--- src/rtl/button_pkg.sv ---
// Shared types and default timing constants for the pushbutton conditioner.
package button_pkg;

    // Debounce FSM states
    typedef enum logic [1:0] {
        IDLE         = 2'd0,
        PRESS_WAIT   = 2'd1,
        PRESSED      = 2'd2,
        RELEASE_WAIT = 2'd3
    } state_t;

    // 10 ms of stable input at 100 MHz
    localparam int unsigned DEFAULT_DEBOUNCE_CYCLES   = 1000000;
    // 1 s of held press at 100 MHz
    localparam int unsigned DEFAULT_LONG_PRESS_CYCLES = 100000000;

endpackage

--- src/rtl/sync2.sv ---
// Two-flop synchronizer for a single asynchronous input bit.
module sync2 (
    input  logic clk,
    input  logic rst_n,
    input  logic d,
    output logic q
);

    logic meta;

    // Two back-to-back flops; q is safe to use in the clk domain
    always_ff @(posedge clk or negedge rst_n) begin
        if (!rst_n) begin
            meta <= 1'b0;
            q    <= 1'b0;
        end else begin
            meta <= d;
            q    <= meta;
        end
    end

endmodule

--- src/rtl/button_conditioner.sv ---
// Pushbutton conditioner: synchronizes and debounces a raw button, emits
// press/release strobes and keeps an 8-bit press counter.
// Optional hold detection is built when BUTTON_LONG_PRESS_EN is defined;
// otherwise long_pulse is tied to 0 and no hold counter exists.
//
// state        | meaning
// IDLE         | button accepted as released
// PRESS_WAIT   | input high, waiting for it to stay high long enough
// PRESSED      | button accepted as pressed
// RELEASE_WAIT | input low, waiting for it to stay low long enough
module button_conditioner
    import button_pkg::*;
#(
    parameter int unsigned DEBOUNCE_CYCLES   = DEFAULT_DEBOUNCE_CYCLES,
    parameter int unsigned LONG_PRESS_CYCLES = DEFAULT_LONG_PRESS_CYCLES
) (
    input  logic       clk,
    input  logic       rst_n,
    input  logic       btn,
    output logic       btn_level,
    output logic       press_pulse,
    output logic       release_pulse,
    output logic       long_pulse,
    output logic [7:0] press_count
);

    localparam int CNT_W = $clog2(DEBOUNCE_CYCLES + 1);
    localparam logic [CNT_W-1:0] CNT_LAST = CNT_W'(DEBOUNCE_CYCLES - 1);

    // Parameter sanity checks at elaboration
    if (DEBOUNCE_CYCLES < 1) begin : g_bad_debounce
        $error("DEBOUNCE_CYCLES must be at least 1");
    end
    if (LONG_PRESS_CYCLES < 1) begin : g_bad_long
        $error("LONG_PRESS_CYCLES must be at least 1");
    end

    logic             btn_sync;
    state_t           state;
    logic [CNT_W-1:0] deb_cnt;

    sync2 u_sync (
        .clk   (clk),
        .rst_n (rst_n),
        .d     (btn),
        .q     (btn_sync)
    );

    // Debounce FSM with registered level, strobes and press counter
    always_ff @(posedge clk or negedge rst_n) begin
        if (!rst_n) begin
            state         <= IDLE;
            deb_cnt       <= '0;
            btn_level     <= 1'b0;
            press_pulse   <= 1'b0;
            release_pulse <= 1'b0;
            press_count   <= 8'd0;
        end else begin
            press_pulse   <= 1'b0;
            release_pulse <= 1'b0;
            unique case (state)
                IDLE: begin
                    if (btn_sync) begin
                        state   <= PRESS_WAIT;
                        deb_cnt <= '0;
                    end
                end
                PRESS_WAIT: begin
                    if (!btn_sync) begin
                        state <= IDLE;
                    end else if (deb_cnt == CNT_LAST) begin
                        state       <= PRESSED;
                        btn_level   <= 1'b1;
                        press_pulse <= 1'b1;
                        press_count <= press_count + 8'd1;
                    end else begin
                        deb_cnt <= deb_cnt + 1'b1;
                    end
                end
                PRESSED: begin
                    if (!btn_sync) begin
                        state   <= RELEASE_WAIT;
                        deb_cnt <= '0;
                    end
                end
                RELEASE_WAIT: begin
                    if (btn_sync) begin
                        state <= PRESSED;
                    end else if (deb_cnt == CNT_LAST) begin
                        state         <= IDLE;
                        btn_level     <= 1'b0;
                        release_pulse <= 1'b1;
                    end else begin
                        deb_cnt <= deb_cnt + 1'b1;
                    end
                end
                default: state <= IDLE;
            endcase
        end
    end

`ifdef BUTTON_LONG_PRESS_EN
    // Hold counter saturates one past the firing value so a press fires once,
    // even if a release bounce drops back into PRESSED.
    localparam int HOLD_W = $clog2(LONG_PRESS_CYCLES + 1);
    localparam logic [HOLD_W-1:0] HOLD_LAST = HOLD_W'(LONG_PRESS_CYCLES - 1);
    localparam logic [HOLD_W-1:0] HOLD_SAT  = HOLD_W'(LONG_PRESS_CYCLES);

    logic              press_accept;
    logic [HOLD_W-1:0] hold_cnt;

    assign press_accept = (state == PRESS_WAIT) && btn_sync && (deb_cnt == CNT_LAST);

    // Hold timer: restart on accepted press, run only in PRESSED, fire once
    always_ff @(posedge clk or negedge rst_n) begin
        if (!rst_n) begin
            hold_cnt   <= '0;
            long_pulse <= 1'b0;
        end else begin
            long_pulse <= 1'b0;
            if (press_accept) begin
                hold_cnt <= '0;
            end else if ((state == PRESSED) && (hold_cnt != HOLD_SAT)) begin
                hold_cnt <= hold_cnt + 1'b1;
                if (hold_cnt == HOLD_LAST) begin
                    long_pulse <= 1'b1;
                end
            end
        end
    end
`else
    // Hold detection not built
    assign long_pulse = 1'b0;
`endif

endmodule

--- config.mk ---
export PLATFORM = sky130hd
export DESIGN_NAME = button_conditioner
export DESIGN_NICKNAME = d
export VERILOG_FILES = /design/src/rtl/button_pkg.sv /design/src/rtl/sync2.sv /design/src/rtl/button_conditioner.sv
export SDC_FILE = /design/constraint.sdc
export NUM_CORES = 1
export LEC_CHECK = 0
export ABC_CLOCK_PERIOD_IN_PS = 4000
export BUFFER_PORTS_ARGS = -buffer_cell sky130_fd_sc_hd__clkbuf_2
export CAP_MARGIN = 20
export CORE_UTILIZATION = 60
export CTS_CLUSTER_DIAMETER = 60
export DETAILED_ROUTE_END_ITERATION = 10
export GPL_TIMING_DRIVEN = 1
export PLACE_DENSITY = 0.82
export RECOVER_POWER = 50
export SYNTH_ARGS = -nofsm -noshare
export SYNTH_HDL_FRONTEND = slang
export SYNTH_SLANG_ARGS = --single-unit
--- constraint.sdc ---
create_clock -name clk -period 4 [get_ports clk]
set_clock_uncertainty 0.1 [all_clocks]
set_input_delay 0.6 -clock clk [delete_from_list [all_inputs] [get_ports clk]]
set_output_delay 0.6 -clock clk [all_outputs]
set_load 0.02 [all_outputs]
==> key figures, run 1 <==
Clocking
  – Htree depth: 2
  – CTS sink cnt: 35
  – Post-CTS setup buffer count: 0
  – Total CTS buffers: 5
  – CTS tree: built
  – Post-CTS sizing: 0
  – Worst-Skew Late Latency: 0.36 ns
  – Clock transition at path regs: 0.12 ns
  – Clk buf depth: 2
  – CTS root buf: clkbuf_4
  – Hold_buf cts: 0

Floorplan
  – Initial Util: 0.629
  – I/O Pins: 15
  – DIE AREA: 3400 um^2
  – Row count: 20
  – Die span in x: 58.3 um
  – Core footprint: 3030 um^2
  – Die Ht: 58.3 um

Place
  – Placed Instance Area: 1980 um^2
  – Port Buf Inserts: 13
  – RePlAce Congestion: 0.849
  – HPWL after DPL: 2.77 mm

Synth
  – Adder-cell share of the synthesized area: 0.0131
  – Compound-gate portion of the synthesized area: 0.0953
  – Post-Synth XOR/XNOR Area: 0.0499
  – EDFF count, synth: 0
  – Synthesized area: 1900 um^2
  – Top FF cell, synth: dfrtp_1
  – Yosys top cell area share: 0.460
  – Cell variety after synth: 48
  – Post-synthesis mux area share: 0.0539
  – Cell accounting for the most synthesized area: dfrtp_1
  – Largest family of logic cells by synthesized area: simple AND/OR/NAND/NOR gates
  – Gate count of the mapped netlist: 197
  – Register area share after synthesis: 0.460
  – Mapped Nets: 202
  – Syn avg cell area: 9.67 um^2
  – Warnings, synthesis: 0
  – #FFs+latches synth: 35
  – Synth area leaders: dfrtp_1 (46%), nand2_1 (4.9%), mux2i_1 (4.2%)
  – Simple-gate share of the synthesized area: 0.288
  – Async S/R FF share, synth: 1.00

Timing
  – Final setup viols: 0
  – Final Slew Violations: 36
  – Min Tclk post-route: 2.22 ns
  – TNS Setup: 0 ns
  – Slew margin rel.: -0.217
  – Crit share post-route: 0.554
  – Final count of hold timing violations: 0
  – Worst-Margin Slew: 1.83 ns
  – Max Freq: 451 MHz
  – RSZ-0062 raised after global routing: false

Pwr
  – Flop pwr share: 0.595
  – Total chip power: 617 uW
  – Peak supply drop: 0.239 mV
  – Int Pwr: 454 uW
  – Clk pwr share: 0.353
  – Logic pwr share: 0.052
  – Sw Share: 0.264
  – Pleak: 0.000928 uW
  – Pwr/cell area: 302 nW/um^2
  – Sw Pwr: 163 uW

Drt
  – TritonRoute pass-1 iters: 4
  – 1st-iter DRT viols: 105
  – Via density per instance: 6.31
  – Post-Route WL: 4.07 mm
  – Antenna viol nets, final: 0
  – Drt drc: 0
  – Via Count: 1596
  – DR WL/cell: 16.1 um

Run
  – Total of max-cap violations: 1

Critical path
  – Crit. End Element: flip-flop
  – Slowest CP cell: dfrtp_1
  – Worst-path maximum fanout: 14
  – WP data arrival: 2.37 ns
  – Worst Path Required: 4.15 ns
  – Crit path cell chain: nor4b_2, nand4_1, and3_1, a221o_1
  – WS Path Type: flip-flop to flip-flop
  – CP max stage delay: 0.50 ns
  – Worst setup SP type: flip-flop
  – Reg2reg setup slack: 1.78 ns

Global route
  – Pin count of the biggest net entering global routing: 36
  – Congestion Overflow GR: 0
  – All-layer global routing usage: 0.278
  – Global-route wire length before repair: 6.91 mm
  – Antenna violations before repair: 0
  – Vias in the first global route: 1428

Worst hold path
  – Hold crit path type: input port to flip-flop

Layout
  – N_diodes: 0
  – Total Nets Final: 213
  – Final instance area: 2050 um^2
  – Area growth from synthesis to layout: 7.42%
  – Share of layout cells above drive strength 1: 0.139

Outcome
  – Failing checks: max-capacitance violations, max-slew violations
  – Status: finished with violations
## worst max-delay path: cells and delay by family (launching register included)
kind / cells / cell delay [ns]
compound gates: 1 / 0.29
simple gates: 3 / 1.22
flops: 1 / 0.50
## layer usage
metal  share of wire  up-vias  global-route usage  wire [um]
met1            0.45      790               0.389       1830
met3           0.056        7              0.0681        227
met2            0.48       54               0.419       1950
li1                -      745                   -          -
met5               0        -                   0          0
met4           0.015        0               0.116         63
## power by group through the flow
stage	Clock, uW	Combinational, uW	Sequential [uW]
after floorplan	0	22.5	370
after global placement	0	30.5	373
after detailed placement	0	32.7	374
after CTS	221	32.7	367
after global routing	233	37.7	368
final	218	32.1	367
## state kept, by name, indices dropped and copies added (netlist names), named ones only
| name | flops |
|---|---|
| deb_cnt | 20 |
| press_count | 8 |
| btn_level | 1 |
| press_pulse | 1 |
| release_pulse | 1 |
| state | 1 |
| u_sync.meta | 1 |
| u_sync.q | 1 |
## cell families after synthesis
logic type                 after synthesis
xor gates and xnor gates                10
DFF                                     35
buffers and inverters                   16
muxes                                   10
and+or+nand+nor                         95
adders and majority gates                2
AOI/OAI and AO/OA                       28
other                                    1
## final cells by class
class	instances	area [um^2]
multi-input cells	146	956
repair buffers	14	68.8
flip-flops and latches	35	876
fillers	237	982
well taps	44	55.1
inverters	6	22.5
clock buffers	6	51.3
clock inverters	2	16.3
## synthesized netlist by cell type (2+ instances only)
master    number
and4b_1        3
nand2_1       25
mux2i_1        8
nor4b_2        2
o21ai_0        9
a21oi_1        5
a31oi_1        2
nand4_1        9
buf_2          6
nor4b_1        2
nor4_1         2
nand3_1        7
nor3_1        13
mux2_2         2
inv_1          5
a31o_2         2
or4_1          2
xnor2_1        3
nand2b_1       4
xor2_1         6
nor2_1        11
and3_1         3
and4_1         4
dfrtp_1       35
o31ai_1        2
clkbuf_1       2
ha_1           2
## cell usage in the layout, fill, tap and decap left out, types with 2 or more instances in the layout
master / count
mux2_2: 2
ha_1: 2
inv_1: 5
xnor2_1: 3
a31oi_1: 2
nor3_1: 13
clkbuf_1: 3
nor4b_1: 2
and3_1: 3
o31ai_1: 2
and4_1: 4
xor2_1: 6
and4b_1: 3
nand4_1: 9
a31o_2: 2
or4_1: 2
nor4_1: 2
o21ai_0: 9
nor2_1: 11
clkbuf_4: 5
nand2b_1: 4
nand3_1: 7
dfrtp_1: 35
mux2i_1: 8
a21oi_1: 5
clkbuf_2: 10
nand2_1: 25
nor4b_2: 2
## worst paths after layout
kind | to | startpoint | cells past startpoint
worst max-delay path | deb_cnt[6] | deb_cnt[12] | 4
worst min-delay path | u_sync.meta | btn | 1
worst max register to register | deb_cnt[6] | deb_cnt[12] | 4
worst min register to register | u_sync.q | u_sync.meta | 0
max in group asynchronous | asynchronous set/reset pin | rst_n | 1
min in group asynchronous | deb_cnt[13] | rst_n | 1
## through the flow
stage / setup slack [ns] / instances / utilization / hold WS, ns
2_1_floorplan: 2.14 / 197 / - / 0.204
5_1_grt: 1.67 / 253 / 0.676 / 0.237
6_report: 1.78 / 253 / 0.676 / 0.242
4_1_cts: 1.80 / 253 / 0.677 / 0.240
3_3_place_gp: 1.95 / 245 / 0.655 / 0.242
3_5_place_dp: 1.83 / 245 / 0.655 / 0.248
No activity file was read; power rests on OpenSTA's default activity.
==> inputs of run 2 (changes only) <==
--- a/config.mk
+++ b/config.mk
@@ -5,14 +5,14 @@
 export SDC_FILE = /design/constraint.sdc
 export NUM_CORES = 1
 export LEC_CHECK = 0
-export ABC_CLOCK_PERIOD_IN_PS = 4000
+export ABC_CLOCK_PERIOD_IN_PS = 2200
 export BUFFER_PORTS_ARGS = -buffer_cell sky130_fd_sc_hd__clkbuf_2
 export CAP_MARGIN = 20
-export CORE_UTILIZATION = 60
+export CORE_UTILIZATION = 59
 export CTS_CLUSTER_DIAMETER = 60
 export DETAILED_ROUTE_END_ITERATION = 10
 export GPL_TIMING_DRIVEN = 1
-export PLACE_DENSITY = 0.82
+export PLACE_DENSITY = 0.81
 export RECOVER_POWER = 50
 export SYNTH_ARGS = -nofsm -noshare
 export SYNTH_HDL_FRONTEND = slang
==> constraint.sdc (replaced) <==
create_clock -name clk -period 2.2 [get_ports clk]
set_clock_uncertainty 0.1 [all_clocks]
set_input_delay 0.33 -clock clk [delete_from_list [all_inputs] [get_ports clk]]
set_output_delay 0.33 -clock clk [all_outputs]
set_load 0.02 [all_outputs]
==> key figures, run 2 (synthesis gave the netlist of run 1 again) <==
Outcome
  – Status: completed (was finished with violations)

Pwr
  – Pleak: 0.000938 uW (was 0.000928 uW)
  – Int Pwr: 910 uW (was 454 uW)
  – Sw Share: 0.241 (was 0.264)
  – Flop pwr share: 0.557 (was 0.595)
  – Logic pwr share: 0.052 (about the same)
  – Sw Pwr: 289 uW (was 163 uW)
  – Peak supply drop: 0.500 mV (was 0.239 mV)
  – Pwr/cell area: 574 nW/um^2 (was 302 nW/um^2)
  – Clk pwr share: 0.392 (was 0.353)

Critical path
  – Crit-path leading delay family: simple AND/OR/NAND/NOR gates (unchanged)
  – WS Path Type: flip-flop to flip-flop (unchanged)
  – Worst-case reg-to-reg path depth: 5 (was 4)
  – Crit path top cell by count: nand4_1
  – WP data arrival: 2.19 ns (was 2.37 ns)
  – Crit path cell chain: ha_1, nand4_1, nor4_4, nand4_1, mux2i_1 (was nor4b_2, nand4_1, and3_1, a221o_1)
  – R2R Path End: deb_cnt[18] (was deb_cnt[6])
  – Worst setup SP type: flip-flop (unchanged)
  – Slowest CP cell: nor4_4 (was dfrtp_1)
  – CP Buf/Inv Count: 0 (unchanged)
  – Crit. End Element: flip-flop (unchanged)
  – Worst Path Required: 2.38 ns (was 4.15 ns)
  – Reg2reg setup slack: 0.19 ns (was 1.78 ns)
  – CP max stage delay: 0.46 ns (was 0.50 ns)
  – Reg2reg start: deb_cnt[0] (was deb_cnt[12])
  – Worst-path maximum fanout: 6 (was 14)

Place
  – RePlAce Congestion: 0.908 (was 0.849)
  – Port Buf Inserts: 13 (unchanged)
  – HPWL after DPL: 2.91 mm (was 2.77 mm)

Floorplan
  – I/O Pins: 15 (unchanged)
  – DIE AREA: 3460 um^2 (was 3400 um^2)
  – Die Ht: 58.8 um (was 58.3 um)
  – Die span in x: 58.8 um (was 58.3 um)
  – Row count: 20 (unchanged)
  – Initial Util: 0.624 (was 0.629)
  – Core footprint: 3050 um^2 (was 3030 um^2)

Worst hold path
  – Hold worst-path end: u_sync.q (was u_sync.meta)
  – Hold Path Stages: 0 (was 1)
  – Hold path start: u_sync.meta (was btn)
  – Hold crit path type: flip-flop to flip-flop (was input port to flip-flop)

Clocking
  – Htree depth: 2 (unchanged)
  – Clk buf depth: 2 (unchanged)
  – CTS sink cnt: 35 (unchanged)
  – Post-CTS setup buffer count: 0 (unchanged)
  – Clock transition at path regs: 0.12 ns (about the same)
  – CTS root buf: clkbuf_4 (unchanged)
  – Total CTS buffers: 5 (unchanged)
  – Worst-Skew Late Latency: 0.36 ns (about the same)
  – CTS tree: built (unchanged)

Timing
  – Final setup viols: 0 (unchanged)
  – Worst-Margin Slew: 0.846 ns (was 1.83 ns)
  – RSZ-0062 raised after global routing: false (unchanged)
  – TNS Setup: 0 ns (unchanged)
  – Final Slew Violations: 0 (was 36)
  – Final count of hold timing violations: 0 (unchanged)
  – Min Tclk post-route: 2.01 ns (was 2.22 ns)
  – Max Freq: 497 MHz (was 451 MHz)
  – Crit share post-route: 0.915 (was 0.554)
  – Slew margin rel.: 0.436 (was -0.217)

Layout
  – N_diodes: 0 (unchanged)
  – Largest register FFs: 20 (unchanged)
  – Commonest non-fill, non-tap cell in the layout: dfrtp_1 (unchanged)
  – Total Nets Final: 216 (was 213)
  – Commonest cells after routing, fill and taps aside: dfrtp_1 (35), nand2_1 (25), nor3_1 (13) (unchanged)
  – Most flop-heavy register: deb_cnt (unchanged)
  – Share of layout cells above drive strength 1: 0.113 (was 0.139)
  – Final Util: 0.684 (was 0.676)
  – Top flop regs: deb_cnt: 20 flops, press_count: 8 flops (unchanged)
  – Area growth from synthesis to layout: 9.66% (was 7.42%)

Global route
  – Pin count of the biggest net entering global routing: 36 (unchanged)
  – Global-route wire length before repair: 7.01 mm (was 6.91 mm)
  – Congestion Overflow GR: 0 (unchanged)
  – Antenna violations before repair: 0 (unchanged)
  – Vias in the first global route: 1520 (was 1428)
  – All-layer global routing usage: 0.279 (was 0.278)

Drt
  – TritonRoute pass-1 iters: 4 (unchanged)
  – Drt drc: 0 (unchanged)
  – Post-Route WL: 4.16 mm (was 4.07 mm)
  – Via Count: 1612 (was 1596)
  – Via density per instance: 6.30 (was 6.31)
  – 1st-iter DRT viols: 72 (was 105)
  – DR WL/cell: 16.3 um (was 16.1 um)
  – Antenna viol nets, final: 0 (unchanged)

Run
  – Total of max-cap violations: 0 (was 1)
## run 2: stage by stage
step | total power [uW] | cells | cell area (um^2) | setup slack, ns | hold WS [ns]
2_1_floorplan | 714 | 197 | 1900 | 0.339 | -0.0656
3_3_place_gp | 734 | 246 | 1990 | 0.286 | 0.235
3_5_place_dp | 738 | 246 | 1990 | 0.184 | 0.243
4_1_cts | 1200 | 256 | 2090 | 0.161 | 0.265
5_1_grt | 1240 | 256 | 2090 | 0.0632 | 0.281
6_report | 1200 | 256 | 2090 | 0.187 | 0.262
## run 2: timing repair
action / in CTS / in global routing
setup endpoints to repair: 0 / 1
hold endpoints to repair: 36 / 0
hold buffers: 2 / 0
gates resized for setup: 0 / 1
## run 2: area by class of cell
| class | count | area (um^2) |
|---|---|---|
| clock buffer | 5 | 37.5 |
| clock inverter | 3 | 43.8 |
| fill | 243 | 965 |
| inverter | 6 | 22.5 |
| multi-input combinational | 146 | 965 |
| sequential | 35 | 876 |
| tap | 44 | 55.1 |
| timing repair buffer | 17 | 88.8 |
## run 2: routing by layer
| metal | global-route usage | wire length (um) |
|---|---|---|
| met1 | 0.354 | 1740 |
| met2 | 0.435 | 2040 |
| met3 | 0.0484 | 263 |
| met4 | 0.190 | 115 |
| met5 | 0 | 0 |
## run 2: power groups by stage
stage / clock, uW / combinational, uW / sequential [uW]
finish: 470 / 61.9 / 667
global route: 504 / 70.8 / 669
CTS: 476 / 62.1 / 667
floorplan: 0 / 40.8 / 673
detailed placement: 0 / 59.0 / 679
global placement: 0 / 55.8 / 678
## run 2: worst max-delay path by stage
stage          depth (start not counted)  slack (ns)     endpoint  startpoint
2_1_floorplan                          6        0.34    flip-flop  deb_cnt[0]
3_3_place_gp                           5        0.29  deb_cnt[18]  deb_cnt[0]
3_5_place_dp                           5        0.18  deb_cnt[18]  deb_cnt[0]
4_1_cts                                5        0.16  deb_cnt[18]  deb_cnt[0]
5_1_grt                                5        0.06    flip-flop  deb_cnt[0]
6_report                               5        0.19  deb_cnt[18]  deb_cnt[0]
==> inputs of run 3 (changes only) <==
--- a/config.mk
+++ b/config.mk
@@ -12,8 +12,9 @@
 export CTS_CLUSTER_DIAMETER = 60
 export DETAILED_ROUTE_END_ITERATION = 10
 export GPL_TIMING_DRIVEN = 1
-export PLACE_DENSITY = 0.81
+export PLACE_DENSITY = 0.8
 export RECOVER_POWER = 50
 export SYNTH_ARGS = -nofsm -noshare
 export SYNTH_HDL_FRONTEND = slang
+export SYNTH_HIERARCHICAL = 1
 export SYNTH_SLANG_ARGS = --single-unit
==> key figures, run 3 <==
Synth
  – Register area share after synthesis: 0.439 (was 0.460)
  – Synthesized area: 2000 um^2 (was 1900 um^2)
  – Yosys top cell area share: 0.439 (was 0.460)
  – Compound-gate portion of the synthesized area: 0.146 (was 0.0953)
  – Gate count of the mapped netlist: 196 (was 197)
  – Cell variety after synth: 49 (was 48)
  – Post-synthesis mux area share: 0.0489 (was 0.0539)
  – Synth top cells by count: dfrtp_1 (35), nand2_1 (15), nor2_1 (11), nor3_1 (11), nand3_1 (10) (was dfrtp_1 (35), nand2_1 (25), nor3_1 (13))
  – Cell accounting for the most synthesized area: dfrtp_1 (unchanged)
  – Top FF cell, synth: dfrtp_1 (unchanged)
  – Simple-gate share of the synthesized area: 0.266 (was 0.288)
  – #FFs+latches synth: 35 (unchanged)
  – Async S/R FF share, synth: 1.00 (unchanged)
  – Adder-cell share of the synthesized area: 0.0125 (was 0.0131)
  – Largest family of logic cells by synthesized area: simple AND/OR/NAND/NOR gates (unchanged)
  – Syn avg cell area: 10.2 um^2 (was 9.67 um^2)
  – Most common cell in the netlist: dfrtp_1 (unchanged)
  – Mapped Nets: 201 (was 202)
  – Warnings, synthesis: 6 (was 0)
  – Synth area leaders: dfrtp_1 (44%), mux2i_1 (3.0%), nand2_1 (2.8%) (was dfrtp_1 (46%), nand2_1 (4.9%), mux2i_1 (4.2%))
  – EDFF count, synth: 0 (unchanged)
  – Post-Synth XOR/XNOR Area: 0.0395 (was 0.0499)

Timing
  – Worst-Margin Slew: 0.864 ns (was 0.846 ns)
  – Post-route worst setup slack: 0.121 ns (was 0.187 ns)
  – TNS Setup: 0 ns (unchanged)
  – Fin Hold WS: 0.270 ns (was 0.262 ns)
  – RSZ-0062 raised after global routing: false (unchanged)
  – Max Freq: 481 MHz (was 497 MHz)
  – Final setup viols: 0 (unchanged)
  – Final Slew Violations: 0 (unchanged)
  – Final count of hold timing violations: 0 (unchanged)
  – Min Tclk post-route: 2.08 ns (was 2.01 ns)
  – Crit share post-route: 0.945 (was 0.915)
  – Slew margin rel.: 0.424 (was 0.436)

Pwr
  – Pleak: 0.000972 uW (was 0.000938 uW)
  – Total chip power: 1110 uW (was 1200 uW)
  – Peak supply drop: 0.331 mV (was 0.500 mV)
  – Pwr/cell area: 508 nW/um^2 (was 574 nW/um^2)
  – Clk pwr share: 0.309 (was 0.392)
  – Flop pwr share: 0.613 (was 0.557)
  – Logic pwr share: 0.078 (was 0.052)
  – Sw Share: 0.268 (was 0.241)
  – Int Pwr: 813 uW (was 910 uW)
  – Sw Pwr: 298 uW (was 289 uW)

Floorplan
  – Die Ht: 60.2 um (was 58.8 um)
  – Initial Util: 0.638 (was 0.624)
  – DIE AREA: 3620 um^2 (was 3460 um^2)
  – Core footprint: 3130 um^2 (was 3050 um^2)
  – Row count: 20 (unchanged)
  – I/O Pins: 15 (unchanged)
  – Die span in x: 60.2 um (was 58.8 um)

Global route
  – Vias in the first global route: 1521 (was 1520)
  – Antenna violations before repair: 0 (unchanged)
  – All-layer global routing usage: 0.286 (was 0.279)
  – Global-route wire length before repair: 7.45 mm (was 7.01 mm)
  – Congestion Overflow GR: 0 (unchanged)
  – Pin count of the biggest net entering global routing: 36 (unchanged)

Critical path
  – Slowest CP cell: or4_4 (was nor4_4)
  – WS Path Type: flip-flop to flip-flop (unchanged)
  – Crit. End Element: flip-flop (unchanged)
  – CP Buf/Inv Count: 0 (unchanged)
  – Crit path cell chain: ha_1, and4_1, nand2_1, or4_4, mux2_4 (was ha_1, nand4_1, nor4_4, nand4_1, mux2i_1)
  – CP max stage delay: 0.47 ns (was 0.46 ns)
  – Worst setup SP type: flip-flop (unchanged)
  – Worst Path Required: 2.35 ns (was 2.38 ns)
  – Worst-path maximum fanout: 5 (was 6)
  – Crit-path leading delay family: simple AND/OR/NAND/NOR gates (unchanged)
  – WP data arrival: 2.22 ns (was 2.19 ns)

Clocking
  – Clk buf depth: 2 (unchanged)
  – Worst-Skew Late Latency: 0.35 ns (was 0.36 ns)
  – CTS root buf: clkbuf_4 (unchanged)
  – CTS sink cnt: 35 (unchanged)
  – Post-CTS setup buffer count: 0 (unchanged)
  – Htree depth: 2 (unchanged)
  – Clock transition at path regs: 0.11 ns (was 0.12 ns)
  – Total CTS buffers: 5 (unchanged)
  – CTS tree: built (unchanged)

Layout
  – Commonest non-fill, non-tap cell in the layout: dfrtp_1 (unchanged)
  – Largest register FFs: 20 (unchanged)
  – N_diodes: 0 (unchanged)
  – Finished Layout Cells: 258 (was 256)
  – Register Area: 876 um^2 (unchanged)
  – Most flop-heavy register: deb_cnt (unchanged)
  – Commonest cells after routing, fill and taps aside: dfrtp_1 (35), nand2_1 (15), clkbuf_1 (12) (was dfrtp_1 (35), nand2_1 (25), nor3_1 (13))
  – Area growth from synthesis to layout: 9.52% (was 9.66%)
  – Total Nets Final: 218 (was 216)
  – Top flop regs: deb_cnt: 20 flops, press_count: 8 flops (unchanged)
  – Share of layout cells above drive strength 1: 0.159 (was 0.113)
  – Filler cells: 235 (was 243)
  – Area of the multi-input gates: 1050 um^2 (was 965 um^2)

Place
  – Dpl cells: 248 (was 246)
  – RePlAce Congestion: 0.899 (was 0.908)
  – Port Buf Inserts: 13 (unchanged)
  – Dpl ws: 0.0488 ns (was 0.184 ns)
  – HPWL after DPL: 3.05 mm (was 2.91 mm)

Drt
  – Antenna viol nets, final: 0 (unchanged)
  – TritonRoute pass-1 iters: 4 (unchanged)
  – DR WL/cell: 17.3 um (was 16.3 um)
  – Via Count: 1688 (was 1612)
  – Post-Route WL: 4.47 mm (was 4.16 mm)
  – Via density per instance: 6.54 (was 6.30)
  – Drt drc: 0 (unchanged)
  – 1st-iter DRT viols: 196 (was 72)

Worst hold path
  – Hold crit path type: flip-flop to flip-flop (unchanged)

Outcome
  – Status: completed (unchanged)

Run
  – Total of max-cap violations: 0 (unchanged)
==> run 3: kinds of logic after synthesis <==
family	count (synthesis)
and+or+nand+nor	85
AOI/OAI and AO/OA	36
DFF	35
buffers and inverters	19
xor gates and xnor gates	9
muxes	9
adders and majority gates	2
other	1
==> run 3: cell type report <==
class | count | area share
clock buffer | 7 | 0.0206
clock inverter | 1 | 0.00229
inverter | 7 | 0.0120
multi-input combinational | 142 | 0.482
sequential | 35 | 0.400
tap | 44 | 0.0252
timing repair buffer | 22 | 0.0572
==> run 3: path summary, 6_finish.rpt <==
path | from | end | slack, ns | cells after the start
max reg2reg | deb_cnt[0] | flip-flop | 0.12 | 5
max in group asynchronous | rst_n | press_count[0] | 0.94 | 2
min in group asynchronous | rst_n | press_count[7] | 0.51 | 2
min | u_sync/meta | u_sync/q | 0.27 | 0
min reg2reg | u_sync/meta | u_sync/q | 0.27 | 0
max | deb_cnt[0] | flip-flop | 0.12 | 5
==> run 3: repair_timing <==
item	in CTS	in global routing
endpoints found under the setup margin	1	5
hold endpoints to repair	20	0
gates resized for setup	1	3
hold buffers	2	0
==> run 3: worst reg2reg max path, stage by stage, from the launching register on <==
cell and delay, ns:
dfrtp_1 0.42, ha_1 0.25, and4_1 0.31, nand2_1 0.12, or4_4 0.47, mux2_4 0.31
==> run 3: layer usage <==
metal,global-route usage,share of wire,vias to the layer above
li1,-,-,778
met1,0.395,0.43,830
met2,0.432,0.48,69
met3,0.0779,0.079,11
met4,0.0963,0.015,0
met5,0,0,-
==> run 3: stage by stage <==
step           instance area (um^2)  utilization
2_1_floorplan                  2000            -
4_1_cts                        2180        0.696
5_1_grt                        2190        0.699
3_5_place_dp                   2100        0.672
6_report                       2190        0.699
3_3_place_gp                   2100        0.672
==> run 3: power by group through the flow <==
stage | combinational, uW | sequential, uW | clock (uW)
after floorplan | 56.8 | 685 | 0
after CTS | 87.6 | 681 | 349
after detailed placement | 84.5 | 693 | 0
after global routing | 97.2 | 683 | 376
after global placement | 80.2 | 691 | 0
final | 86.8 | 681 | 344
